==> src/rtl/berg_link_rx.sv <==
// Berg ribbon link receiver: strobe/ack capture into a FWFT FIFO with valid/ready output.
// Optional parity checking is enabled by defining BERG_LINK_PARITY_EN.
module berg_link_rx #(
    parameter int DEPTH = 4,
    parameter int LVL_W = $clog2(DEPTH) + 1
) (
    input  logic             clk,
    input  logic             nrst,
    input  logic [7:0]       cbl_data,
    input  logic             cbl_stb,
`ifdef BERG_LINK_PARITY_EN
    input  logic             cbl_par,
    output logic             par_err,
    input  logic             par_clr,
`endif
    output logic             cbl_ack,
    output logic [7:0]       out_data,
    output logic             out_valid,
    input  logic             out_ready,
    output logic [LVL_W-1:0] fifo_level
);
    localparam int PTR_W = (DEPTH > 1) ? $clog2(DEPTH) : 1;

    typedef enum logic {IDLE, WAIT_LOW} state_t;

    state_t           state_reg, state_next;
    logic             s1_reg, s2_reg;
    logic             stb_s;
    logic             full;
    logic             push;
    logic             pop;
    logic [PTR_W-1:0] wr_ptr_reg, rd_ptr_reg;
    logic [LVL_W-1:0] level_reg, level_next;
    logic [7:0]       mem [DEPTH];

    // Two-flop synchronizer; cbl_data is deliberately left unsynchronized.
    always_ff @(posedge clk or negedge nrst) begin
        if (!nrst) begin
            s1_reg <= 1'b0;
            s2_reg <= 1'b0;
        end else begin
            s1_reg <= cbl_stb;
            s2_reg <= s1_reg;
        end
    end

    assign stb_s = s2_reg;
    assign full  = (level_reg == LVL_W'(DEPTH));

    always_ff @(posedge clk or negedge nrst) begin
        if (!nrst) state_reg <= IDLE;
        else       state_reg <= state_next;
    end

    always_comb begin
        state_next = state_reg;
        case (state_reg)
            IDLE:     if (stb_s && !full) state_next = WAIT_LOW;
            WAIT_LOW: if (!stb_s)         state_next = IDLE;
            default:  state_next = IDLE;
        endcase
    end

    // Full check uses the pre-edge level, so a same-cycle pop cannot unblock capture.
    always_comb begin
        push = 1'b0;
        case (state_reg)
            IDLE:    push = stb_s && !full;
            default: push = 1'b0;
        endcase
    end

    assign cbl_ack = (state_reg == WAIT_LOW);

    assign out_valid  = (level_reg != '0);
    assign pop        = out_valid && out_ready;
    assign out_data   = mem[rd_ptr_reg];
    assign fifo_level = level_reg;

    always_ff @(posedge clk) begin
        if (push) mem[wr_ptr_reg] <= cbl_data;
    end

    always_comb begin
        level_next = level_reg;
        case ({push, pop})
            2'b10:   level_next = level_reg + LVL_W'(1);
            2'b01:   level_next = level_reg - LVL_W'(1);
            default: level_next = level_reg;
        endcase
    end

    always_ff @(posedge clk or negedge nrst) begin
        if (!nrst) begin
            wr_ptr_reg <= '0;
            rd_ptr_reg <= '0;
            level_reg  <= '0;
        end else begin
            if (push) wr_ptr_reg <= wr_ptr_reg + 1'b1;
            if (pop)  rd_ptr_reg <= rd_ptr_reg + 1'b1;
            level_reg <= level_next;
        end
    end

`ifdef BERG_LINK_PARITY_EN
    logic par_err_reg;

    // A parity error at capture takes priority over a clear in the same cycle.
    always_ff @(posedge clk or negedge nrst) begin
        if (!nrst)                              par_err_reg <= 1'b0;
        else if (push && (^{cbl_data, cbl_par})) par_err_reg <= 1'b1;
        else if (par_clr)                       par_err_reg <= 1'b0;
    end

    assign par_err = par_err_reg;
`endif

endmodule

==> config.mk <==
export PLATFORM = sky130hd
export DESIGN_NAME = berg_link_rx
export DESIGN_NICKNAME = d
export VERILOG_FILES = /design/src/rtl/berg_link_rx.sv
export SDC_FILE = /design/constraint.sdc
export NUM_CORES = 1
export LEC_CHECK = 0
export ABC_AREA = 1
export CAP_MARGIN = 10
export CORE_ASPECT_RATIO = 1.4
export CORE_MARGIN = 2
export CORE_UTILIZATION = 45
export DETAILED_ROUTE_END_ITERATION = 8
export PLACE_DENSITY_LB_ADDON = 0.2
export SLEW_MARGIN = 20
export SYNTH_ARGS = -nofsm -noshare
export SYNTH_HDL_FRONTEND = slang
export SYNTH_SLANG_ARGS = --single-unit
==> constraint.sdc <==
create_clock -name clk -period 1.9 [get_ports clk]
set_input_delay 0.38 -clock clk [delete_from_list [all_inputs] [get_ports clk]]
set_output_delay 0.38 -clock clk [all_outputs]
set_load 0.02 [all_outputs]
==> metrics.md, run 1 <==
| Metric | Value |
|---|---|
| Status | complete, no violations |
| Vias | 1232 |
| Num rows | 27 |
| Full die area | 4570 sq um |
| Final setup fails | 0 |
| Hold Path Class | reg2reg |
| Wire length on met2 | 1950 um |
| Biggest register | mem |
| Clock tree buffer depth | 2 |
| First-pass GRT wire length | 5410 um |
| P per Cell Area | 1550 nW/um^2 |
| Diode count | 0 |
| Netlist cell types | 18 |
| Die W | 57.7 um |
| Setup crit end kind | flop |
| GPL Wtd Cong | 0.776 |
| Clock Latency Late Sink | 0.29 ns |
| DP HPWL | 2320 um |
| Initial DRC Count | 38 |
| Startpoint Class | flop |
| Synth top area cells | edfxtp_1 (53%), dfrtp_1 (14%), nand2_1 (8.9%), o211ai_1 (6.6%), inv_1 (6.2%) |
| Max VDD drop | 0.981 mV |
| Cell with the most instances after synthesis | nand2_1 |
| Clock sink total | 42 |
| Yosys warns | 0 |
| Vias in the first global route | 1251 |
| Synth cell count leaders | nand2_1 (43), edfxtp_1 (32), inv_1 (30) |
| Crit Path Class | reg2reg |
| Layout cell share with drive strength beyond 1 | 17.4% |
| Die extent in y | 79.2 um |
| Post-Syn Nets | 177 |
| Worst-path maximum fanout | 3 |
| GRT Overall Usage | 16.3% |
| Mean Syn Cell Area | 11.4 sq um |
| Leak pwr | 1.01 nW |
| Top sig layer | met4 |
| Met3 routed WL | 113 um |
| Top cell type's share of synthesized area | 52.8% |
| Fin crit share | 94.3% |
| Non-filler cells, final | 244 |
| Design Area, Final | 2280 sq um |
| Largest net degree at the start of global routing | 35 |
| Worst slew margin | 68.8% |
| Layout Skew | 0.00715 ns |
| DR WL/cell | 13.6 um |
| Drt first pass iters | 4 |
| Fmax | 558 MHz |
| Pwr Total | 3.53 mW |
| Initial Util | 46.4% |
| Worst path required time | 2.08 ns |
| CTS clk-pin slew, worst paths | 0.08 ns |
| Mean number of vias per cell | 5.05 |
| Initial antenna violation count | 0 |
| Placed inst area | 2170 sq um |
| I/O pins | 25 |
| Synthesized cell area | 1820 sq um |
| Synth-to-Final Area Change | 25.4% |
| Post-synthesis sequential area ratio | 66.6% |
| Number of routed nets with antenna violations | 0 |
| CTS tree | built |
| Max FFs per register | 32 |
| Number of enable flip-flop cells after synthesis | 32 |
| Syn Inst Count | 159 |
| Core Box Area | 3920 sq um |
| PortBufs | 24 |
| Async set or reset register ratio after synthesis | 23.8% |
| Final hold violation count | 0 |
| Worst EP arrival | 1.97 ns |
| Post-synth top area cell | edfxtp_1 |
| DR DRC count | 0 |
| Tightest Pin Transition | 0.466 ns |
| Num CTS Buffers | 5 |
| Global route total overflow | 0 |
| Final #Nets | 218 |
| Wl on met1 | 1210 um |
| Placed instance count | 233 |
| MaxCap Viol Count | 0 |
| Unrepaired setup endpoints after global routing | yes |
| Fin crit period | 1.79 ns |
| Final WL | 3320 um |
| Synthesis-stage register bit count | 42 |
| Fin. max-slew vios | 0 |
| Clock root cell | clkbuf_8 |
| CTS H-tree lvls | 2 |
| Post-synth top flop | edfxtp_1 |
==> path summary, 6_finish.rpt <==
path,startpoint,cells after the start,to,slack (ns)
setup / recovery,fifo_level[1],10,fifo_level[2],0.11
hold / removal,s1_reg,0,s2_reg,0.36
setup reg to reg,fifo_level[1],10,fifo_level[2],0.11
hold reg to reg,s1_reg,0,s2_reg,0.36
max in group asynchronous,nrst,1,fifo_level[0],1.17
min in group asynchronous,nrst,1,fifo_level[2],0.41
==> cells by family after synthesis <==
kind of cell / count (synthesis) / synth area share, %
compound gates: 17 / 6.88
buf+inv: 36 / 9.01
flops: 42 / 66.6
simple gates: 57 / 12.5
fa+ha+maj: 6 / 4.54
xor+xnor: 1 / 0.482
==> per-layer routing <==
layer | track usage [%] | vias up
li1 | - | 604
met1 | 17.3 | 597
met2 | 29.4 | 25
met3 | 4.40 | 6
met4 | 7.21 | 0
met5 | 0 | -
==> layout by cell type (no fill, tap or decap), types with 3 or more instances in the layout <==
master and count:
buf_4 12, clkbuf_2 8, clkbuf_8 5, clkdlybuf4s50_1 15
dfrtp_1 10, edfxtp_1 32, ha_1 5, inv_1 28
inv_2 3, nand2_1 42, nand3_1 5, nor2_1 5
o211ai_1 16
==> cell type report <==
cell class	instances	area, sq um
clock buffers	6	72.6
clock inverters	2	33.8
fillers	334	1640
inverters	32	120
multi-input cells	81	457
flip-flops and latches	42	1210
well taps	43	53.8
repair buffers	38	334
==> per-stage QoR <==
stage               utilization [%]  setup TNS, ns  hold slack [ns]  setup slack [ns]
finish                         58.2              0            0.360             0.109
global route                   58.2        -0.0531            0.367           -0.0498
CTS                            57.9              0            0.364           0.00949
detailed placement             55.4         -0.161            0.348            -0.131
global placement               55.4        -0.0333            0.339           -0.0333
floorplan                         -              0           0.0844            0.0643
==> where the power goes <==
| group | switching [mW] | total (mW) | internal (mW) |
|---|---|---|---|
| clock | 0.274 | 0.662 | 0.388 |
| sequential | 0.0961 | 1.28 | 1.19 |
| combinational | 0.945 | 1.59 | 0.645 |
| total | 1.32 | 3.53 | 2.22 |
==> repair_timing <==
action	4_1_cts	5_1_grt
gates cloned	0	1
resized for setup	11	18
hold buffers	0	0
buffers inserted	0	2
endpoints found under the setup margin	9	10
==> worst max-delay path, stage by stage (launching register included) <==
cell	delay, ns
dfrtp_1	0.41
inv_2	0.11
nand3_2	0.12
nand2_2	0.10
ha_1	0.16
inv_1	0.08
fa_1	0.41
inv_1	0.07
nand2_1	0.08
nand4_1	0.09
nand2_1	0.06
(Power assumes the default switching activity.)
==> run 2: changes to the inputs <==
--- a/config.mk
+++ b/config.mk
@@ -7,7 +7,6 @@
 export LEC_CHECK = 0
 export ABC_AREA = 1
 export CAP_MARGIN = 10
-export CORE_ASPECT_RATIO = 1.4
 export CORE_MARGIN = 2
 export CORE_UTILIZATION = 45
 export DETAILED_ROUTE_END_ITERATION = 8
==> run 2 against run 1 <==
Compared with the run above:
- sequential cell count unchanged
- largest cell class unchanged
- sequential power about the same
- non-clock buffer count decreased by 1
- worst hold slack got worse by 0.0022 ns
- critical endpoint is now out_data[3]
==> metrics.md, run 2 (synthesis gave the netlist of run 1 again) <==
| Metric | Value |
|---|---|
| Num rows | 23 (-15%) |
| Slowest cell on crit path | dfrtp_1 |
| Full die area | 4570 sq um (-0.16%) |
| P per Cell Area | 1500 nW/um^2 (-3.2%) |
| Layout cell share with drive strength beyond 1 | 17.0% (-0.41 points) |
| Crit Path Class | reg2out |
| Number of routed nets with antenna violations | 0 (unchanged) |
| Initial Util | 46.1% (-0.28 points) |
| Reg2reg start | fifo_level[2] |
| Synth-to-Final Area Change | 24.2% |
| Max VDD drop | 0.792 mV (-19%) |
| I/O pins | 25 (unchanged) |
| CTS H-tree lvls | 2 (unchanged) |
| Diode count | 0 (unchanged) |
| Leak pwr | 0.990 nW (-1.9%) |
| CTS tree | built |
| Vias | 1191 (-3.3%) |
| Largest delay contributor family on the critical path | buffers and inverters |
| Biggest register | mem |
| Commonest non-fill, non-tap cell in the layout | nand2_1 |
| DP HPWL | 2270 um (-2.3%) |
| Final hold violation count | 0 (unchanged) |
| Crit-path cells | inv_2 > buf_12 > nand2_1 > o211ai_1 > nand2_1 > clkdlybuf4s15_1 |
| Fin crit share | 94.2% (about the same) |
| First-pass GRT wire length | 4950 um (-8.5%) |
| Most frequent cells in the layout | nand2_1 (43), edfxtp_1 (32), inv_1 (28), o211ai_1 (16), clkdlybuf4s50_1 (15) |
| Die extent in y | 67.6 um (-15%) |
| Final WL | 3130 um (-5.7%) |
| Core Box Area | 3940 sq um (+0.61%) |
| Final setup fails | 0 (unchanged) |
| Final setup margin | 0.110 ns (+0.000843 ns) |
| Placed instance count | 242 (+3.9%) |
| Clock root cell | clkbuf_8 |
| Vias in the first global route | 1145 (-8.5%) |
| Crit path largest cell delay | 0.41 ns (about the same) |
| Hold Path Class | reg2reg |
| MaxCap Viol Count | 0 (unchanged) |
| GRT Overall Usage | 15.4% (-0.88 points) |
| Drt first pass iters | 6 (+2) |
| Clock sink total | 42 (unchanged) |
| CTS clk-pin slew, worst paths | 0.08 ns (about the same) |
| Unrepaired setup endpoints after global routing | no |
| Place WS | -0.144 ns (-0.0130 ns) |
| Postcts setup bufs | 0 (unchanged) |
| Worst path required time | 1.52 ns (-0.56 ns) |
| Mean number of vias per cell | 4.76 (-5.6%) |
| DR DRC count | 0 (unchanged) |
| Worst slew margin | 68.9% (about the same) |
| Critical path launch point | rd_ptr_reg[0] |
| Largest net degree at the start of global routing | 19 (-46%) |
| Fin. max-slew vios | 0 (unchanged) |
| Worst path depth | 6 (-4) |
| Layout Skew | 0.00476 ns (-0.00239 ns) |
| Setup crit end kind | output pin |
| DR WL/cell | 12.5 um (-7.9%) |
| Non-filler cells, final | 250 (+2.5%) |
| Max FFs per register | 32 (unchanged) |
| CP endpoint | out_data[3] |
| Design Area, Final | 2260 sq um (-0.99%) |
| Worst-path maximum fanout | 18 (+15) |
| Placed inst area | 2190 sq um (+1.1%) |
| Status | complete, no violations |
| GPL Wtd Cong | 0.687 (-11%) |
| Fin crit period | 1.79 ns (-0.000843 ns) |
| Num CTS Buffers | 5 (unchanged) |
| Global route total overflow | 0 (unchanged) |
| Worst path bufs/invs | 3 (unchanged) |
| Clock Latency Late Sink | 0.29 ns (about the same) |
| R2R setup slack | 0.11 ns (about the same) |
| PortBufs | 24 (unchanged) |
| Cell mode on critical path | nand2_1 |
| Tightest Pin Transition | 0.465 ns (-0.000971 ns) |
| Pwr Total | 3.39 mW (-4.1%) |
| Final #Nets | 217 (-0.46%) |
| Worst EP arrival | 1.41 ns (-0.56 ns) |
| Cell count of the worst reg-to-reg path | 11 (+1) |
| Initial DRC Count | 35 (-7.9%) |
| Fmax | 559 MHz (about the same) |
| Die W | 67.6 um (+17%) |
| Clock tree buffer depth | 2 (unchanged) |
| Initial antenna violation count | 0 (unchanged) |
| Worst reg2reg endpoint | fifo_level[2] |
| Startpoint Class | flop |
[run 2: worst min-delay path by stage]
stage	start	to	depth (start not counted)
after floorplan	nrst	cbl_ack	0
final	s1_reg	s2_reg	0
after detailed placement	s1_reg	s2_reg	0
after global routing	s1_reg	s2_reg	0
after CTS	s1_reg	s2_reg	0
after global placement	s1_reg	s2_reg	0
[run 2: layer usage]
| layer | global-route usage, % | part of all wire [%] | up-vias |
|---|---|---|---|
| met5 | 0 | 0 | - |
| li1 | - | - | 603 |
| met4 | 6.38 | 0 | 0 |
| met2 | 25.6 | 54 | 23 |
| met1 | 18.0 | 42 | 565 |
| met3 | 5.67 | 3.7 | 0 |
[run 2: power by group]
part	total, mW	internal (mW)	leakage (nW)	switching, mW
sequential	1.28	1.19	0.411	0.0992
clock	0.577	0.265	0.0447	0.312
combinational	1.53	0.604	0.534	0.923
[run 2: layout make-up]
class                           instances  area [sq um]
Sequential cell                        42          1210
Clock buffer                            5          68.8
Tap cell                               50          62.6
Multi-Input combinational cell         81           454
Clock inverter                          3          25.0
Inverter                               32           120
Timing Repair Buffer                   37           318
Fill cell                             333          1680
[run 2: stage by stage]
stage	hold slack, ns	util [%]	TNS [ns]
3_5_place_dp	0.336	55.6	-0.144
2_1_floorplan	0.0844	-	0
6_report	0.358	57.3	0
5_1_grt	0.368	57.3	0
3_3_place_gp	0.333	55.6	-0.00823
4_1_cts	0.355	57.9	0
[run 2: timing repair]
action / 4_1_cts / 5_1_grt
endpoints found under the setup margin: 9 / 9
gates resized for setup: 12 / 16
hold buffers: 0 / 0
endpoints found under the hold margin: 0 / 0
